<file path="src/rtl/dendy_pkg.sv">
// Shared types and bus addresses for the sprite DMA engine.
package dendy_pkg;

    typedef enum logic [2:0] {
        IDLE  = 3'd0,
        HALT  = 3'd1,
        ALIGN = 3'd2,
        READ  = 3'd3,
        WRITE = 3'd4
    } dma_state_t;

    localparam logic [15:0] ADDR_OAMDMA  = 16'h4014;
    localparam logic [15:0] ADDR_OAMDATA = 16'h2004;

endpackage

</file>
<file path="src/rtl/oam_dma.sv">
// Sprite DMA: a CPU write to TRIG_ADDR stalls the CPU and copies page {cpu_d,00..FF}
// into OAM_ADDR, one read tick and one write tick per byte.
//   state | meaning
//   IDLE  | CPU owns the bus, watching for the trigger write
//   HALT  | first stalled tick, decides whether alignment is needed
//   ALIGN | extra tick so READ ticks land on even parity
//   READ  | fetch byte {page,idx} into latch
//   WRITE | store latch to OAM_ADDR, advance or finish
module oam_dma
    import dendy_pkg::*;
#(
    parameter logic [15:0] TRIG_ADDR = ADDR_OAMDMA,
    parameter logic [15:0] OAM_ADDR  = ADDR_OAMDATA,
    parameter bit          ALIGN_EN  = 1'b1
) (
    input  logic        clock,
    input  logic        reset,
    input  logic        ce,
    output logic        cpu_ce,
    input  logic [15:0] cpu_a,
    input  logic [7:0]  cpu_d,
    input  logic        cpu_r,
    input  logic        cpu_w,
    input  logic [7:0]  bus_i,
    output logic [15:0] bus_a,
    output logic [7:0]  bus_d,
    output logic        bus_r,
    output logic        bus_w,
    output logic        busy,
    output logic [7:0]  dma_idx
);

    dma_state_t state;
    logic [7:0] page;
    logic [7:0] idx;
    logic [7:0] latch;
    logic       parity;

    always_ff @(posedge clock) begin
        if (reset) begin
            state  <= IDLE;
            busy   <= 1'b0;
            page   <= 8'h00;
            idx    <= 8'h00;
            latch  <= 8'h00;
            parity <= 1'b0;
        end else if (ce) begin
            parity <= ~parity;
            case (state)
                IDLE: begin
                    if (cpu_w && (cpu_a == TRIG_ADDR)) begin
                        page  <= cpu_d;
                        idx   <= 8'h00;
                        state <= HALT;
                        busy  <= 1'b1;
                    end
                end
                // parity here is the HALT tick's; odd means the next tick is even
                HALT:  state <= (ALIGN_EN && !parity) ? ALIGN : READ;
                ALIGN: state <= READ;
                READ: begin
                    latch <= bus_i;
                    state <= WRITE;
                end
                WRITE: begin
                    if (idx == 8'hFF) begin
                        busy  <= 1'b0;
                        state <= IDLE;
                    end else begin
                        idx   <= idx + 8'd1;
                        state <= READ;
                    end
                end
                default: begin
                    busy  <= 1'b0;
                    state <= IDLE;
                end
            endcase
        end
    end

    always_comb begin
        bus_a = cpu_a;
        bus_d = cpu_d;
        bus_r = cpu_r;
        bus_w = cpu_w;
        if (busy) begin
            bus_r = 1'b0;
            bus_w = 1'b0;
            case (state)
                READ: begin
                    bus_a = {page, idx};
                    bus_r = 1'b1;
                end
                WRITE: begin
                    bus_a = OAM_ADDR;
                    bus_d = latch;
                    bus_w = 1'b1;
                end
                default: ;
            endcase
        end
    end

    assign cpu_ce  = ce & ~busy;
    assign dma_idx = idx;

endmodule
</file>
<file path="config.mk">
export PLATFORM = sky130hd
export DESIGN_NAME = oam_dma
export DESIGN_NICKNAME = d
export VERILOG_FILES = /design/src/rtl/dendy_pkg.sv /design/src/rtl/oam_dma.sv
export SDC_FILE = /design/constraint.sdc
export NUM_CORES = 1
export LEC_CHECK = 0
export CORE_MARGIN = 1.5
export CORE_UTILIZATION = 50
export CTS_CLUSTER_DIAMETER = 40
export DETAILED_ROUTE_END_ITERATION = 12
export DONT_BUFFER_PORTS = 1
export HOLD_SLACK_MARGIN = 0.1
export PLACE_DENSITY = 0.68
export SLEW_MARGIN = 40
export SYNTH_ARGS = -nofsm -noshare
export SYNTH_HDL_FRONTEND = slang
export SYNTH_SLANG_ARGS = --single-unit
</file>
<file path="constraint.sdc">
create_clock -name clock -period 2 [get_ports clock]
set_clock_uncertainty 0.2 [all_clocks]
set_input_delay 0.5 -clock clock [delete_from_list [all_inputs] [get_ports clock]]
set_output_delay 0.5 -clock clock [all_outputs]
set_load 0.03 [all_outputs]
</file>
Word-level counts from Yosys, hierarchy flattened
Cells that the tools add are included.
Word-level totals
  register bits: 29
  input bits: 37
  output and inout port bits: 36
Operators by class
  add/subtract/negate cells: 1
  equal/unequal tests: 9
  multiplexer cells: 18
  bitwise gates (word level): 4
  reductions and logical operators: 9
Operator list (count)
  2-to-1 mux 8 bit: 4
  one-hot mux 16 bit (2 select lines): 1
  == test 16 x 15 -> 1 bit (second input constant): 1
  2-to-1 mux 16 bit: 1
  one-hot mux 8 bit (2 select lines): 1
  one-hot mux 3 bit (5 select lines): 1
  adder 8 x 1 -> 8 bit (second input constant): 1
  == test 8 bit (second input constant): 1
  AND reduction 4 bit: 2
  2-to-1 mux 1 bit: 7
  == test 3 x 2 -> 1 bit (second input constant): 2
  != test 2 bit (second input constant): 3
  AND reduction 2 bit: 2
  == test 3 x 1 -> 1 bit (second input constant): 1
  == test 3 bit (second input constant): 1
  logical NOT 3 bit: 1
  2-to-1 mux 3 bit: 1
  NOT 1 bit: 3
  one-hot mux 1 bit (3 select lines): 1
  AND reduction 3 bit: 1
  OR reduction 3 bit: 1
  2-to-1 mux 2 bit: 1
  nonzero test 2 bit: 1
  AND 1 bit: 1
  logical AND 1 bit: 1

Depth between registers and ports, before layout
Gate-level depths: netlist of run 1.
  depth after elaboration: 4
  gate-level depth with buffers: 6
  gate-level depth less buffers: 5

Least setup slack after synthesis of run 1
OpenSTA, ideal clock, no wires.
  kind: reg-to-output
  start point: register busy
  end point: output port bus_a[4]
  arrival: 1651 ps
  required time: 1300 ps
  setup slack: -351 ps
  stages on the path, launching flop included: 4
  path buffers: 1
  cell sequence: dfxtp_1 > nand4b_1 > clkbuf_1 > o21ai_0
On the way
  longest elaborated chain between the ends: 1
RTL lines
  start, declared: RTL line oam_dma.sv:29  | output logic busy,
  start signal, assigned: RTL line oam_dma.sv:42  | busy <= 1'b0;
  start signal, assigned: RTL line oam_dma.sv:55  | busy <= 1'b1;
  start signal, assigned: RTL line oam_dma.sv:67  | busy <= 1'b0;
  2-to-1 mux 16 bit: RTL line oam_dma.sv:87  | if (busy) begin
  end, declared: RTL line oam_dma.sv:25  | output logic [15:0] bus_a,
No other way between the ends.

Worst setup path after layout of run 1
  start point: register state[0]
  end point: output port bus_d[6]
On the way
  longest elaborated chain between the ends: 3
RTL lines
  start, declared: RTL line oam_dma.sv:33  | dma_state_t state;
  start signal, assigned: RTL line oam_dma.sv:59  | HALT: state <= (ALIGN_EN && !parity) ? ALIGN : READ;
  == test 3 bit: RTL line oam_dma.sv:90  | case (state)
  2-to-1 mux 8 bit: RTL line oam_dma.sv:90
  2-to-1 mux 8 bit: RTL line oam_dma.sv:87
  end, declared: RTL line oam_dma.sv:26  | output logic [7:0] bus_d,
No other way between the ends.

==> flow_summary_export.csv, run 1 <==
group,metric,value,unit
yosys,synth_compound_area_share,19.6,%
place,dp_hpwl,3600,microns
die,die_x,61.8,microns
drt,top_layer,"met4",
drt,met2_length,2720,microns
timing,slew_viol_final,0,
yosys,ys_ff_latch,29,
clock_network,cts.sinks,29,
yosys,yosysSeqAreaShare,33.6,%
status,status,"complete, but fails checks",
yosys,synth_adder_area_share,0.725,%
job,maxCapViolations,0,
status,violations,"negative setup slack",
yosys,ys.flop_type,"dfxtp_1",
critical_path,slowest_stage,"dfxtp_4",
drt,met1Wirelength,2130,microns
yosys,synth_xor_area_share,0.507,%
timing,maxSlewHeadroom,72.1,%
timing,fmax,447,MHz
drt,wl_met3,407,microns
drt,post-route-drc-count,0,
layout,fillers,285,
power_and_ir_drop,switching_share,30.0,%
yosys,yosysTopAreaCell,"dfxtp_1",
min_path,min_delay_path_depth,2,
yosys,synth_mux_area_share,5.80,%
yosys,ys_warn_count,0,
yosys,synthArstFlopShare,0,%
critical_path,crit_fanout,10,
clock_network,cts_root_buf,"clkbuf_4",
timing,worst-slew-pin-transition,418,ps
layout,diodes,0,
drt,firstDrtPassIters,4,
drt,drt-initial-drc-count,121,
yosys,ys_top_cells_by_count,"nand2_1, dfxtp_1, nand3_1, a21oi_1, o21ai_0",
critical_path,crit_type,"reg -> out",
power_and_ir_drop,combPwrFrac,18.4,%
yosys,synth_cell_types,49,
die,core,3340,sq um
critical_path,worst_r2r_path_depth,6,
timing,finalSetupViolations,26,
global_routing,grt_pass1_wl,7940,microns
die,die_area,3810,sq um
timing,timing_hold_violations_final,0,
layout,drive_gt1_share,36.4,%
die,die_h,61.8,microns
critical_path,cp_slowest_stage_delay,380,ps
yosys,synth_top_area_share,33.6,%
clock_network,clockBufferDepth,2,
drt,vias,1897,
clock_network,worstSkewPairLatency,330,ps
yosys,synth_most_common_cell,"nand2_1",
critical_path,critPathRequiredTime,1300,ps
yosys,synth.area.top_cells,"dfxtp_1, nand2_1, nand3_1",
timing,rsz0062_at_grt,"yes",
yosys,synth_top_family_by_area,"simple AND/OR/NAND/NOR gates",
yosys,synth.cell_area,1730,sq um
place,gp_congestion,0.886,
global_routing,grt_pass1_vias,1777,
clock_network,cts_tree,"done",
timing,finalWorstSetupSlack,-237,ps
drt,wl_per_cell,17.0,microns
power_and_ir_drop,power_density,477,nW/um^2
global_routing,grt_max_degree,24,
die,ioPinCount,73,
drt,vias_per_cell,6.02,
power_and_ir_drop,power.total,1150,uW
min_path,hold_class,"in -> reg",
yosys,synthCells,229,
place,dpl_cell_area,2020,sq um
critical_path,start_kind,"register",
power_and_ir_drop,power.internal,802,uW
yosys,yosys.area_share.simple,33.6,%
timing,post-route-min-period,2240,ps
place,io_buffers,0,
power_and_ir_drop,power_frac_clock,29.8,%
drt,wl,5370,microns
global_routing,antenna_found_initial,0,
die,start_util,51.7,%
yosys,syn_nets,267,
clock_network,path_clk_slew,100,ps
yosys,syn_area_per_cell,7.54,sq um
power_and_ir_drop,seqPwrFrac,51.8,%
power_and_ir_drop,peakVddDrop,0.340,mV
yosys,synth-edff-count,0,
drt,drtAntennaViolNets,0,
power_and_ir_drop,leakage,0.000938,uW
layout,nets,306,
layout,final_area,2400,sq um
critical_path,cp.arrival,1540,ps
clock_network,htree_levels,2,
global_routing,track_usage,29.0,%
global_routing,grt_overflow,0,
critical_path,crit_chain,"nor3b_4 > nand2_2 > buf_12 > mux2_4",
layout,area_growth,39.1,%
timing,period_share,112,%
die,num_rows,21,
power_and_ir_drop,switchingPower,344,uW
critical_path,cp-end-kind,"output port",
timing,whs,105,ps
clock_network,numCtsBuffers,5,
[registers in the layout, summed over array words and instances (netlist names)]
name and count:
dma_idx 8, latch 8, page 8, state 3, busy 1, parity 1
[cells in the final DEF (no fill, tap or decap), drive strengths merged, types with 2 or more instances in the layout]
master | netlist | final
nand2 | 53 | 53
buf | 6 | 38
dfxtp | 29 | 29
nand3 | 29 | 29
a21oi | 22 | 22
o21ai | 13 | 13
dlygate4sd3 | 0 | 10
mux2 | 8 | 8
inv | 7 | 7
clkbuf | 10 | 6
nor3 | 5 | 5
nand4 | 4 | 4
nor4b | 4 | 4
nor2 | 3 | 3
o211ai | 2 | 2
and3 | 2 | 2
a31o | 2 | 2
nand2b | 2 | 2
or4 | 2 | 2
and4 | 2 | 2
clkinv | 0 | 2
nor3b | 2 | 2
o311ai | 2 | 2
[final timing paths]
check,start,end,slack (ps)
worst max-delay path,state[0],bus_d[6],-240
worst min register to register,latch[2],latch[2],270
worst min-delay path,cpu_d[3],page[3],110
worst max register to register,state[0],dma_idx[5],30
[power groups by stage]
stage | Clock [uW] | Sequential, uW | Combinational (uW)
after CTS | 344 | 593 | 202
after floorplan | 0 | 602 | 155
final | 341 | 594 | 211
after global routing | 371 | 595 | 225
after global placement | 0 | 607 | 160
after detailed placement | 0 | 607 | 162
[kinds of logic (layout without fill, tap and decap cells)]
group / after synthesis / after routing
buf+inv: 23 / 63
flops: 29 / 29
simple gates: 114 / 114
compound gates: 52 / 52
mux: 9 / 9
xor+xnor: 1 / 1
fa+ha+maj: 1 / 1
[worst max-delay path, delay by kind of cell (launching register included)]
kind	cells	cell delay, ps
flops	1	380
mux	1	350
simple gates	2	310
buf+inv	1	160
[layout make-up]
class                      instances  area, sq um  area share (%)
inverter                           7         26.3            1.09
clock buffer                       6         41.3            1.72
clock inverter                     2         10.0           0.417
sequential                        29          593            24.7
timing repair buffer              48          418            17.4
multi-input combinational        177         1250            52.3
tap                               46         57.6            2.40
[per-stage QoR]
step | setup TNS [ps] | utilization (%) | std cells | setup slack [ps]
6_report | -4820 | 72.0 | 315 | -237
5_1_grt | -6850 | 72.0 | 315 | -302
4_1_cts | -4620 | 70.9 | 313 | -230
3_5_place_dp | -78.6 | 60.6 | 291 | -33.7
3_3_place_gp | -17.3 | 60.6 | 291 | -17.3
2_1_floorplan | -1180 | - | 229 | -143
[metal layers]
layer	up-vias	global-route usage, %
li1	903	-
met1	893	35.6
met2	88	47.2
met3	13	8.70
met4	0	12.5
met5	-	0
[timing repair]
item,CTS,global route
pin swaps,5,2
gates resized for setup,41,5
endpoints found under the setup margin,27,35
setup buffers,5,1
endpoints found under the hold margin,23,2
hold buffers,9,2
Note: power is estimated with default switching activity, not from simulation.
==> inputs of run 2 (changes only) <==
--- a/config.mk
+++ b/config.mk
@@ -12,6 +12,7 @@
 export DONT_BUFFER_PORTS = 1
 export HOLD_SLACK_MARGIN = 0.1
 export PLACE_DENSITY = 0.68
+export SKIP_LAST_GASP = 1
 export SLEW_MARGIN = 40
 export SYNTH_ARGS = -nofsm -noshare
 export SYNTH_HDL_FRONTEND = slang
==> run 2 against run 1 <==
  * The flow still finishes with violations (negative setup slack)
  * Clock-buffer cell count stayed put
  * Combinational power shrank 2%
  * Sequential cell count unchanged
  * Setup slack worse by 5.8 ps
  * Wire length rose by 0.17%
  * Critical path type unchanged
  * Non-clock buffer count is 1 lower
  * Critical path depth unchanged
  * Final cell count is 0.32% lower
==> flow_summary_export.csv, run 2 (same netlist as run 1, synthesis figures left out) <==
group,metric,value,unit
critical_path,crit_family,"flip-flops",
critical_path,crit_type,"reg -> out",
drt,post-route-drc-count,0,
critical_path,cp.arrival,1540,ps
drt,firstDrtPassIters,4,
clock_network,cts.sinks,29,
clock_network,cts_tree,"done",
die,die_h,61.8,microns
timing,finalSetupViolations,26,
global_routing,grt_overflow,0,
die,die_x,61.8,microns
critical_path,cp_slowest_stage_delay,380,ps
die,ioPinCount,73,
critical_path,slowest_stage,"dfxtp_4",
die,core,3340,sq um
layout,nets,305,
layout,final_cell_mix,"nand2_1, buf_4, dfxtp_1",
layout,final_area,2370,sq um
status,status,"complete, but fails checks",
drt,wl,5380,microns
critical_path,worst_r2r_path_depth,6,
layout,drive_gt1_share,34.3,%
layout,utilization,70.9,%
min_path,min_delay_path_depth,2,
clock_network,cts_root_buf,"clkbuf_4",
place,gp_congestion,0.886,
power_and_ir_drop,power_density,481,nW/um^2
clock_network,worstSkewPairLatency,340,ps
power_and_ir_drop,leakage,0.000924,uW
critical_path,start_kind,"register",
drt,drt-initial-drc-count,103,
timing,post-route-min-period,2240,ps
critical_path,critPathBufInv,1,
drt,vias,1905,
place,dpl_cell_area,2020,sq um
critical_path,crit_end,"bus_d[6]",
critical_path,crit_start,"state[0]",
power_and_ir_drop,peakVddDrop,0.342,mV
critical_path,cp.depth,4,
drt,drtAntennaViolNets,0,
critical_path,cp-end-kind,"output port",
clock_network,path_clk_slew,90,ps
place,dp_hpwl,3600,microns
timing,timing_hold_violations_final,0,
global_routing,grt_max_degree,24,
critical_path,r2r_end,"dma_idx[5]",
die,die_area,3810,sq um
place,io_buffers,0,
status,violations,"negative setup slack",
critical_path,critPathRequiredTime,1300,ps
timing,finalWorstSetupSlack,-242,ps
critical_path,rrSetupSlack,40,ps
global_routing,antenna_found_initial,0,
clock_network,htree_levels,2,
timing,fmax,446,MHz
timing,period_share,112,%
global_routing,grt_pass1_vias,1764,
timing,slew_viol_final,0,
layout,area_growth,37.1,%
timing,worst-slew-pin-transition,423,ps
clock_network,numCtsBuffers,5,
min_path,hold_class,"in -> reg",
clock_network,clockBufferDepth,2,
die,start_util,51.7,%
global_routing,grt_pass1_wl,7960,microns
timing,maxSlewHeadroom,71.8,%
critical_path,crit_fanout,10,
timing,rsz0062_at_grt,"yes",
layout,final_common_cell,"nand2_1",
layout,diodes,0,
drt,vias_per_cell,6.07,
job,maxCapViolations,0,
global_routing,track_usage,29.1,%
drt,wl_per_cell,17.1,microns
die,num_rows,21,
critical_path,crit_chain,"nor3b_4 > nand2_2 > buf_12 > mux2_4",
critical_path,r2r-start,"state[0]",
## run 2: cell type report
| type | instances | area [sq um] |
|---|---|---|
| multi-input cells | 177 | 1240 |
| clock buffers | 6 | 41.3 |
| repair buffers | 47 | 400 |
| inverters | 7 | 26.3 |
| fillers | 286 | 970 |
| clock inverters | 2 | 10.0 |
| flip-flops and latches | 29 | 593 |
| well taps | 46 | 57.6 |
## run 2: worst min-delay path by stage
stage	start	to	slack, ps
after global routing	reset	dma_idx[5]	100
after floorplan	latch[0]	latch[0]	230
final	bus_i[6]	latch[6]	100
after detailed placement	latch[1]	latch[1]	240
after CTS	cpu_d[3]	page[3]	100
after global placement	latch[3]	latch[3]	230
## run 2: power by group
part / switching [uW] / internal (uW)
sequential: 9.50 / 584
clock: 206 / 133
combinational: 126 / 81.2
total: 341 / 799
## run 2: layer usage
layer  track usage, %  vias up  share of wire (%)
li1                 -      901                  -
met1             36.7      916                 40
met2             47.2       76                 51
met3             6.21       12                6.7
met4             14.0        0                2.1
met5                0        -                  0
## run 2: through the flow
step | worst slack, ps | setup TNS, ps | power [uW] | instances | hold slack (ps)
finish | -242 | -5370 | 1140 | 314 | 103
global route | -298 | -6950 | 1190 | 314 | 103
CTS | -230 | -4750 | 1140 | 313 | 103
detailed placement | -33.7 | -78.6 | 769 | 291 | 241
global placement | -17.3 | -17.3 | 767 | 291 | 233
floorplan | -143 | -1180 | 757 | 229 | 234
## run 2: timing repair
| action | in CTS | in global routing |
|---|---|---|
| hold endpoints to repair | 23 | 1 |
| pin swaps | 5 | 2 |
| cloned | 0 | 0 |
| resized for setup | 33 | 4 |
| setup buffers | 5 | 1 |
| hold buffers | 9 | 1 |
| endpoints found under the setup margin | 27 | 36 |
